===== config.mk =====
export PLATFORM = sky130hd
export DESIGN_NAME = oric_tap_recorder
export DESIGN_NICKNAME = d
export VERILOG_FILES = /design/src/rtl/oric_tap_recorder.sv
export SDC_FILE = /design/constraint.sdc
export NUM_CORES = 1
export LEC_CHECK = 0
export ABC_AREA = 1
export CAP_MARGIN = 40
export CORE_MARGIN = 2
export CORE_UTILIZATION = 38
export DETAILED_ROUTE_END_ITERATION = 10
export GPL_TIMING_DRIVEN = 0
export HOLD_SLACK_MARGIN = 0.08
export PLACE_DENSITY = 0.63
export SKIP_LAST_GASP = 1
export SLEW_MARGIN = 25
export SYNTH_ARGS = -nofsm -noshare
export SYNTH_HDL_FRONTEND = slang
export SYNTH_SLANG_ARGS = --single-unit

===== constraint.sdc =====
create_clock -name clk -period 2.4 [get_ports clk]
set_clock_uncertainty 0.05 [all_clocks]
set_input_delay 0.36 -clock clk [delete_from_list [all_inputs] [get_ports clk]]
set_output_delay 0.36 -clock clk [all_outputs]
set_load 0.005 [all_outputs]

===== src/rtl/oric_tap_recorder.sv =====
// rtl/oric_tap_recorder.sv - Oric fast-format cassette recorder producing framed TAP bytes
//
// Measures the Oric cassette output between rising edges in ce ticks,
// decodes fast-format bit cells (start 0, 8 data bits LSB first, parity,
// stop 1s) and offers each decoded byte with a sequential address over a
// toggle req/ack handshake.
//
// Build macro: ORIC_TAP_REC_PARITY_CHECK_EN adds odd-parity checking and the
// sticky parity_err output; without it the parity bit is consumed unchecked.
//
// Ports:
//   clk         system clock (clk_24)
//   reset       synchronous, active-high
//   ce          1 MHz timing strobe, one clk wide
//   record      record enable
//   motor_on    cassette remote
//   tape_in     cassette output level (asynchronous)
//   byte_req    toggles once per byte offered
//   byte_ack    byte consumed when byte_ack == byte_req
//   byte_addr   address of the offered byte
//   byte_out    offered byte
//   byte_count  bytes accepted since reset
//   recording   high when not idle
//   overflow    sticky, a decoded byte was dropped
//   full        address space exhausted
//   parity_err  sticky, a byte failed the parity check (macro builds only)

module oric_tap_recorder #(
    parameter int ADDR_W     = 24,
    parameter int SHORT_MAX  = 312,
    parameter int GLITCH_MIN = 100,
    parameter int GAP_MAX    = 1000
) (
    input  logic              clk,
    input  logic              reset,
    input  logic              ce,
    input  logic              record,
    input  logic              motor_on,
    input  logic              tape_in,
    output logic              byte_req,
    input  logic              byte_ack,
    output logic [ADDR_W-1:0] byte_addr,
    output logic [7:0]        byte_out,
    output logic [ADDR_W-1:0] byte_count,
    output logic              recording,
    output logic              overflow,
    output logic              full
`ifdef ORIC_TAP_REC_PARITY_CHECK_EN
    ,
    output logic              parity_err
`endif
);

    localparam logic [11:0]       GLITCH_L = 12'(GLITCH_MIN);
    localparam logic [11:0]       SHORT_L  = 12'(SHORT_MAX);
    localparam logic [11:0]       GAP_L    = 12'(GAP_MAX);
    localparam logic [ADDR_W-1:0] ADDR_MAX = {ADDR_W{1'b1}};

    typedef enum logic [2:0] {
        S_IDLE,
        S_HUNT,
        S_DATA,
        S_PARITY,
        S_STOP,
        S_EMIT
    } state_t;

    state_t      state;
    logic        tape_s1, tape_s2, tape_d;
    logic [11:0] period_cnt;
    logic        timeout_done;
    logic [7:0]  shreg;
    logic [2:0]  bit_idx;
    logic        offer_open;
`ifdef ORIC_TAP_REC_PARITY_CHECK_EN
    logic        par_acc;
    logic        par_bit;
`endif

    logic edge_ok, timeout, is_one, is_zero, is_gap;
    logic ack_now, full_next, run;

    // Rising edges shorter than GLITCH_MIN are not edges at all: they leave
    // the period counter running so the real period is still measured whole.
    assign edge_ok = tape_s2 && !tape_d && (period_cnt >= GLITCH_L);
    // Quiet-line gap fires once per quiet stretch, on the first cycle past GAP_MAX.
    assign timeout = !edge_ok && !timeout_done && (period_cnt > GAP_L);
    assign is_one  = edge_ok && (period_cnt <= SHORT_L);
    assign is_zero = edge_ok && (period_cnt > SHORT_L) && (period_cnt <= GAP_L);
    assign is_gap  = (edge_ok && (period_cnt > GAP_L)) || timeout;

    // An acknowledge is retired before a same-cycle EMIT looks at the handshake.
    assign ack_now   = offer_open && (byte_req == byte_ack);
    assign full_next = full || (ack_now && (byte_addr == ADDR_MAX));
    assign run       = record && motor_on;

    always_ff @(posedge clk) begin
        if (reset) begin
            tape_s1      <= 1'b0;
            tape_s2      <= 1'b0;
            tape_d       <= 1'b0;
            period_cnt   <= 12'd0;
            timeout_done <= 1'b0;
        end else begin
            tape_s1 <= tape_in;
            tape_s2 <= tape_s1;
            tape_d  <= tape_s2;
            if (edge_ok) begin
                period_cnt   <= 12'd0;
                timeout_done <= 1'b0;
            end else begin
                if (ce && (period_cnt != 12'hFFF))
                    period_cnt <= period_cnt + 12'd1;
                if (timeout)
                    timeout_done <= 1'b1;
            end
        end
    end

    always_ff @(posedge clk) begin
        if (reset) begin
            state      <= S_IDLE;
            byte_req   <= 1'b0;
            byte_addr  <= '0;
            byte_out   <= 8'd0;
            byte_count <= '0;
            recording  <= 1'b0;
            overflow   <= 1'b0;
            full       <= 1'b0;
            shreg      <= 8'd0;
            bit_idx    <= 3'd0;
            offer_open <= 1'b0;
`ifdef ORIC_TAP_REC_PARITY_CHECK_EN
            par_acc    <= 1'b0;
            par_bit    <= 1'b0;
            parity_err <= 1'b0;
`endif
        end else begin
            // The handshake keeps running while stopped so an offered byte
            // is still accounted for when its ack arrives.
            if (ack_now) begin
                offer_open <= 1'b0;
                byte_count <= byte_count + 1'b1;
                if (byte_addr == ADDR_MAX)
                    full <= 1'b1;
                else
                    byte_addr <= byte_addr + 1'b1;
            end

            if (!run) begin
                state     <= S_IDLE;
                recording <= 1'b0;
            end else begin
                case (state)
                    S_IDLE: begin
                        state     <= S_HUNT;
                        recording <= 1'b1;
                    end
                    S_HUNT: begin
                        if (is_zero) begin
                            shreg   <= 8'd0;
                            bit_idx <= 3'd0;
`ifdef ORIC_TAP_REC_PARITY_CHECK_EN
                            par_acc <= 1'b0;
`endif
                            state   <= S_DATA;
                        end
                    end
                    S_DATA: begin
                        if (is_gap) begin
                            state <= S_HUNT;
                        end else if (is_one || is_zero) begin
                            shreg   <= {is_one, shreg[7:1]};
`ifdef ORIC_TAP_REC_PARITY_CHECK_EN
                            par_acc <= par_acc ^ is_one;
`endif
                            bit_idx <= bit_idx + 3'd1;
                            if (bit_idx == 3'd7)
                                state <= S_PARITY;
                        end
                    end
                    S_PARITY: begin
                        if (is_gap) begin
                            state <= S_HUNT;
                        end else if (is_one || is_zero) begin
`ifdef ORIC_TAP_REC_PARITY_CHECK_EN
                            par_bit <= is_one;
`endif
                            state <= S_STOP;
                        end
                    end
                    S_STOP: begin
                        if (is_gap || is_zero) begin
                            state <= S_HUNT;
                        end else if (is_one) begin
`ifdef ORIC_TAP_REC_PARITY_CHECK_EN
                            // Odd parity: data plus parity must hold an odd count of ones.
                            if (!(par_acc ^ par_bit)) begin
                                parity_err <= 1'b1;
                                state      <= S_HUNT;
                            end else begin
                                state <= S_EMIT;
                            end
`else
                            state <= S_EMIT;
`endif
                        end
                    end
                    S_EMIT: begin
                        if ((byte_req != byte_ack) || full_next) begin
                            overflow <= 1'b1;
                        end else begin
                            byte_out   <= shreg;
                            byte_req   <= ~byte_req;
                            offer_open <= 1'b1;
                        end
                        state <= S_HUNT;
                    end
                    default: state <= S_IDLE;
                endcase
            end
        end
    end

endmodule


After elaboration in Yosys (flattened, before gate mapping)
Cells that the tools add are included.
Word-level totals
  bits in registers: 91
  latch bits: 0
  bits in writable memories: 0
  memory bits (read-only): 0
  bits of input ports: 7
  output and inout port bits: 60
  logic and storage cells: 98
  memories kept: 0
Operators by class
  add/subtract/negate cells: 4
  multiply operators: 0
  divide/modulo/power cells: 0
  order comparisons: 5
  equality and inequality tests: 17
  shift operators: 0
  muxes and demuxes: 21
  bitwise operators: 4
  reductions and logical operators: 31
Operators with widths (count)
  24-bit by 1-bit adder with 24-bit output (second input constant): 2
  3-bit 2-to-1 mux: 11
  24-bit equality test (second input constant): 1
  8-bit 2-to-1 mux: 3
  8-bit one-hot mux with 2 select lines: 1
  3-bit one-hot mux with 5 select lines: 1
  12-bit by 1-bit adder with 12-bit output (second input constant): 1
  12-bit by 7-bit greater-or-equal comparator with 1-bit output (second input constant): 1
  12-bit by 10-bit > comparator with 1-bit output (second input constant): 1
  12-bit by 9-bit > comparator with 1-bit output (second input constant): 1
  12-bit by 10-bit less-or-equal comparator with 1-bit output (second input constant): 1
  12-bit by 9-bit less-or-equal comparator with 1-bit output (second input constant): 1
  1-bit logical AND: 12
  12-bit inequality test (second input constant): 1
  3-bit inequality test (second input constant): 4
  5-bit AND reduction: 2
  3-bit equality test (second input constant): 3
  3-bit by 2-bit equality test with 1-bit output (second input constant): 2
  2-bit inequality test (second input constant): 3
  3-bit one-hot mux with 2 select lines: 1
  3-bit AND reduction: 2
  2-bit OR reduction: 3
  1-bit logical OR: 5
  1-bit 2-to-1 mux: 4
  other kinds (9): 15

Logic depth before layout (Yosys ltp)
  word-level depth: 10
  mapped depth: 13
  mapped depth without buffers: 13

Worst setup path before layout
OpenSTA, ideal clock, no wires.
  path kind: register to register
  start point: reg byte_addr[0]
  end point: reg byte_addr[22]
  library setup time: 0.132 ns
  arrival time: 1.572 ns
  required time: 2.218 ns
  setup slack: 0.646 ns
  stages on the path, launching flop included: 12
  path buffers: 1
  clock period less this slack: 1.754 ns
  path through: dfxtp_1 -> ha_1 -> nand3_2 -> inv_1 -> nand2_2 -> nor2_4 -> nand3_2 -> nand2_4 -> inv_2 -> buf_2 -> nand2_1 -> a21oi_1
On the way
  longest elaborated chain between the ends: 3
Ends and longest elaborated chain
  start: declaration: RTL line 42  | output logic [ADDR_W-1:0] byte_addr,
  start signal: assignment: RTL line 147  | byte_addr <= byte_addr + 1'b1;
  parallel branches: the longest is 3 deep, another holds 24-bit by 1-bit adder with 24-bit output
Parallel ways; which one is timed is not known.
A chain may end at the register's enable or synchronous reset.

Final worst setup path
  start point: in byte_ack
  end point: reg byte_count[23]
On the way
  longest elaborated chain between the ends: 2
Ends and longest elaborated chain
  start: declaration: RTL line 41  | input logic byte_ack,
  1-bit equality test: RTL line 93  | assign ack_now = offer_open && (byte_req == byte_ack);
  1-bit logical AND: RTL line 93
  end signal: assignment: RTL line 143  | byte_count <= byte_count + 1'b1;
  end: declaration: RTL line 44  | output logic [ADDR_W-1:0] byte_count,
Every way passes these cells.

==> results <==
- At the end of the flow, the number of nets in the layout was 798.
- The portion of total power attributed to the clock network is 45.3%.
- At the later pin of the worst-skew pair, clock insertion delay measures 0.35 ns.
- The number of remaining DRC errors is 0.
- The die is 117 microns tall.
- The data arrival time of the critical path is 2.34 ns.
- The repair_antennas step left the layout with diodes totalling 0.
- The I/O pin count is 67.
- The detailed placement HPWL is 9420 microns.
- The routed via count is 4748.
- The final setup violation count is 0.
- The start point of the critical path is byte_ack.
- STA classifies the critical path endpoint as a register.
- The total number of H-tree levels is 3.
- The placed instances occupy a cell area of 5750 sq um.
- The residual overflow from global routing is 0.
- The final-report max-slew violation count is 0.
- For this design the static power due to leakage is 2.26 nW.
- The die is 117 microns wide.
- The worst pin sits at a relative slew slack of 58.6%.
- The root buffer cell is sky130_fd_sc_hd__clkbuf_16.
- The power share of the combinational group is 3.7%.
- The highest achievable clock rate is 466 MHz.
- The quantity of I/O buffers inserted on ports is 66.
- The fraction of power spent switching nets is 22.5%.
- Sequential cells burn 51.0% of the power.
- The clock sink total is 91.
- The worst flop-to-flop path startpoint is byte_addr[1]$_SDFFE_PP0P_.
- Once detail routing completed, the nets flagged for antenna violations numbered 0.
- The detailed-router iteration count before antenna repair is 5.
- The internal power component is 2.32 mW.
- The number of max-cap violations is 0.
- The standard-cell row count is 41.
- The power per cell area is 496 nW/um^2.
- The number of warnings reported in the yosys synthesis log is 0.
- Entering global routing, the biggest net connects 15 pins.
- The fraction of synthesized cell area taken by the top area cell type is 37.4%.
- The count of different cell masters after synthesis is 41.
- The required time at the endpoint of the critical path is 2.59 ns.
- Sequential cells were found to cover 37.4% of the synthesized design area.
- The average cell area after synthesis is 6.88 sq um.
- The count of mapped cells out of synthesis is 708.
- The initial utilization of the core area, before any placement, comes to 38.8%.
- The worst min-delay path category is register to register.
- The via count of the first global-routing pass is 4260.
- The last weighted congestion value of the routability-driven placer is 0.915.
- The startpoint type of the worst setup path is an input pin.
- The placeable core region is 12600 sq um.
- For the pin with the worst max-slew slack, the measured transition is 0.621 ns.
- Yosys mapped a number of flops with a built-in enable equal to 0.
- The worst hold path begins at tape_s1$_SDFF_PP0_.
- The number of post-CTS setup repair buffers is 0.
- In the routed layout, each cell is associated on average with a via count of 4.94.
- Setup repair after global routing left no endpoint under its margin.
- For this run, the slowest stage of the critical path takes 0.49 ns.
- The final clock period utilization by the worst path is 89.4%.
- Compared with the post-synthesis result, the final layout area differs by 23.8%.
- The routed wirelength normalized by instance count is 12.8 microns.
- The critical path in this run is classified as input pin to register.
- The cell area that synthesis handed to floorplanning was 4870 sq um.
- In this run the worst path has a maximum fanout of 5.
- TritonCTS built the clock tree.
- After layout, the minimum clock period comes to 2.15 ns.
- The finished cells cover 6030 sq um.
- The initial antenna violation count is 0.
- The flow ran to the end, and the final reports show no timing, DRC or antenna violations.
- After synthesis, the share of flip-flops with an asynchronous set or reset is 0%.
- Summed over all layers, the routed wires come to 12400 microns.
- The share of layout cells above drive strength 1 is 8.35%.
- The critical path goes through clkdlybuf4s50_1 -> xor2_2 -> nor2_4 -> nand2_2 -> nor2_4 -> nand3_1 -> nor3_1 -> and2_1 -> nor2_1.
- By area the synthesized netlist is led by sky130_fd_sc_hd__dfxtp_1 (37%), sky130_fd_sc_hd__nand2_1 (12%), sky130_fd_sc_hd__nor2_1 (7.4%).
- The global-route wire length before repair is 19900 microns.
- For the final routed database, the setup TNS stands at 0 ns.
- The most frequently used flop master after synthesis is sky130_fd_sc_hd__dfxtp_1.
- The count of routing violations after the opening detailed-route iteration is 323.
- The worst-case vdd ir drop is 391 uV.
- After clock tree synthesis, the clock-pin slew on the worst setup and hold paths is 0.06 ns.
- sky130_fd_sc_hd__dfxtp_1 takes more of the synthesized area than any other cell.
- The count of state elements after synthesis is 91.
- The number of buffers added by the clock tree synthesis step is 9.
- The die covers 13700 sq um.
- The final count of hold timing violations was 0.
- The maximum number of buffers from clock root to sink is 2.
- Across every metal layer, demand over resource in global routing totals 18.4%.
- In this design, the critical path's most frequently occurring cell is sky130_fd_sc_hd__nor2_4.
- The master of the slowest instance on the critical path is sky130_fd_sc_hd__clkdlybuf4s50_1.
- The analysis attributes to net switching a power of 0.673 mW.
- The setup check on the worst reg-to-reg path leaves a slack of 0.26 ns.
- The number of nets in the synthesized netlist is 721.
## final timing paths
check,endpoint,cells past startpoint
min,tape_s2$_SDFF_PP0_,2
max reg2reg,byte_addr[15]$_SDFFE_PP0P_,11
min reg2reg,tape_s2$_SDFF_PP0_,2
max,byte_count[23]$_SDFFE_PP0P_,9
## power groups by stage
stage	clock network, mW	registers (mW)	logic [mW]
3_3_place_gp	0	1.56	0.110
6_report	1.35	1.53	0.112
5_1_grt	1.45	1.53	0.125
3_5_place_dp	0	1.56	0.112
2_1_floorplan	0	1.56	0.0751
4_1_cts	1.39	1.52	0.113
## timing repair
action | in CTS | in global routing
resized for setup | 0 | 2
hold buffers | 0 | 0
setup endpoints to repair | 0 | 10
## layer usage
layer / vias to the layer above / share of wire [%] / GRT usage (%)
li1: 2408 / - / -
met2: 141 / 45 / 29.3
met5: - / 0 / 0
met3: 26 / 5.2 / 2.94
met4: 0 / 2.5 / 8.08
met1: 2173 / 47 / 24.8
## state kept, by name, summed over array words and instances (netlist names), 3 cells and up
signal / flops
bit_idx: 3
byte_out: 8
shreg: 8
period_cnt: 12
byte_count: 24
byte_addr: 24
state: 3
## per-stage QoR
step	utilization (%)	hold WS (ns)	setup WS [ns]	power [mW]	cells
floorplan	-	0.338	0.646	1.63	708
global placement	45.7	0.339	-0.0502	1.67	946
detailed placement	45.7	0.346	-0.0509	1.67	946
CTS	48.0	0.368	0.169	3.03	962
global route	48.0	0.383	0.0414	3.10	962
finish	48.0	0.363	0.253	2.99	962
## critical path, delay by kind of cell
family        cells  cell delay, ns
buf+inv           1            0.49
xor+xnor          1            0.21
simple gates      7            1.28
## area by class of cell
| class | instances | area, sq um |
|---|---|---|
| timing repair buffer | 66 | 661 |
| inverter | 98 | 368 |
| tap | 172 | 215 |
| fill | 1275 | 6540 |
| buffer | 14 | 77.6 |
| clock inverter | 3 | 21.3 |
| sequential | 91 | 1820 |
| clock buffer | 13 | 260 |
| multi-input combinational | 505 | 2610 |
## cells by family (layout without fill, tap and decap cells)
family	Yosys count	after routing	share of synthesized area [%]
and+or+nand+nor	379	379	36.4
adders and majority gates	6	6	1.54
AOI/OAI and AO/OA	90	90	9.99
xor gates and xnor gates	30	30	5.55
DFF	91	91	37.4
buffers and inverters	112	194	9.14
## cell usage after synthesis (4+ instances only)
cell                         n
sky130_fd_sc_hd__nand2_1   162
sky130_fd_sc_hd__nor2_1     96
sky130_fd_sc_hd__inv_1      94
sky130_fd_sc_hd__dfxtp_1    91
sky130_fd_sc_hd__a21oi_1    51
sky130_fd_sc_hd__o21ai_0    27
sky130_fd_sc_hd__nand3_1    26
sky130_fd_sc_hd__nor3_1     26
sky130_fd_sc_hd__nand4_1    20
sky130_fd_sc_hd__xor2_1     17
sky130_fd_sc_hd__xnor2_1    12
sky130_fd_sc_hd__nand2_2     9
sky130_fd_sc_hd__clkbuf_1    7
sky130_fd_sc_hd__ha_1        6
sky130_fd_sc_hd__nor2_2      6
sky130_fd_sc_hd__o21ai_2     6
sky130_fd_sc_hd__nor2_4      5
sky130_fd_sc_hd__nor3b_1     4
## layout by cell type, fill, tap and decap left out, types with 4 or more instances in the layout
cell,instances
sky130_fd_sc_hd__nand3_1,26
sky130_fd_sc_hd__nor3_1,26
sky130_fd_sc_hd__clkbuf_1,9
sky130_fd_sc_hd__nand2_1,162
sky130_fd_sc_hd__nor2_4,5
sky130_fd_sc_hd__nand4_1,20
sky130_fd_sc_hd__nor2_1,96
sky130_fd_sc_hd__xor2_1,17
sky130_fd_sc_hd__nor2_2,6
sky130_fd_sc_hd__inv_1,94
sky130_fd_sc_hd__o21ai_2,6
sky130_fd_sc_hd__clkbuf_16,9
sky130_fd_sc_hd__a21oi_1,51
sky130_fd_sc_hd__dfxtp_1,90
sky130_fd_sc_hd__xnor2_1,12
sky130_fd_sc_hd__clkdlybuf4s50_1,66
sky130_fd_sc_hd__nor3b_1,4
sky130_fd_sc_hd__ha_1,5
sky130_fd_sc_hd__nand2_2,9
sky130_fd_sc_hd__o21ai_0,27
Note: power is estimated with default switching activity, not from simulation.
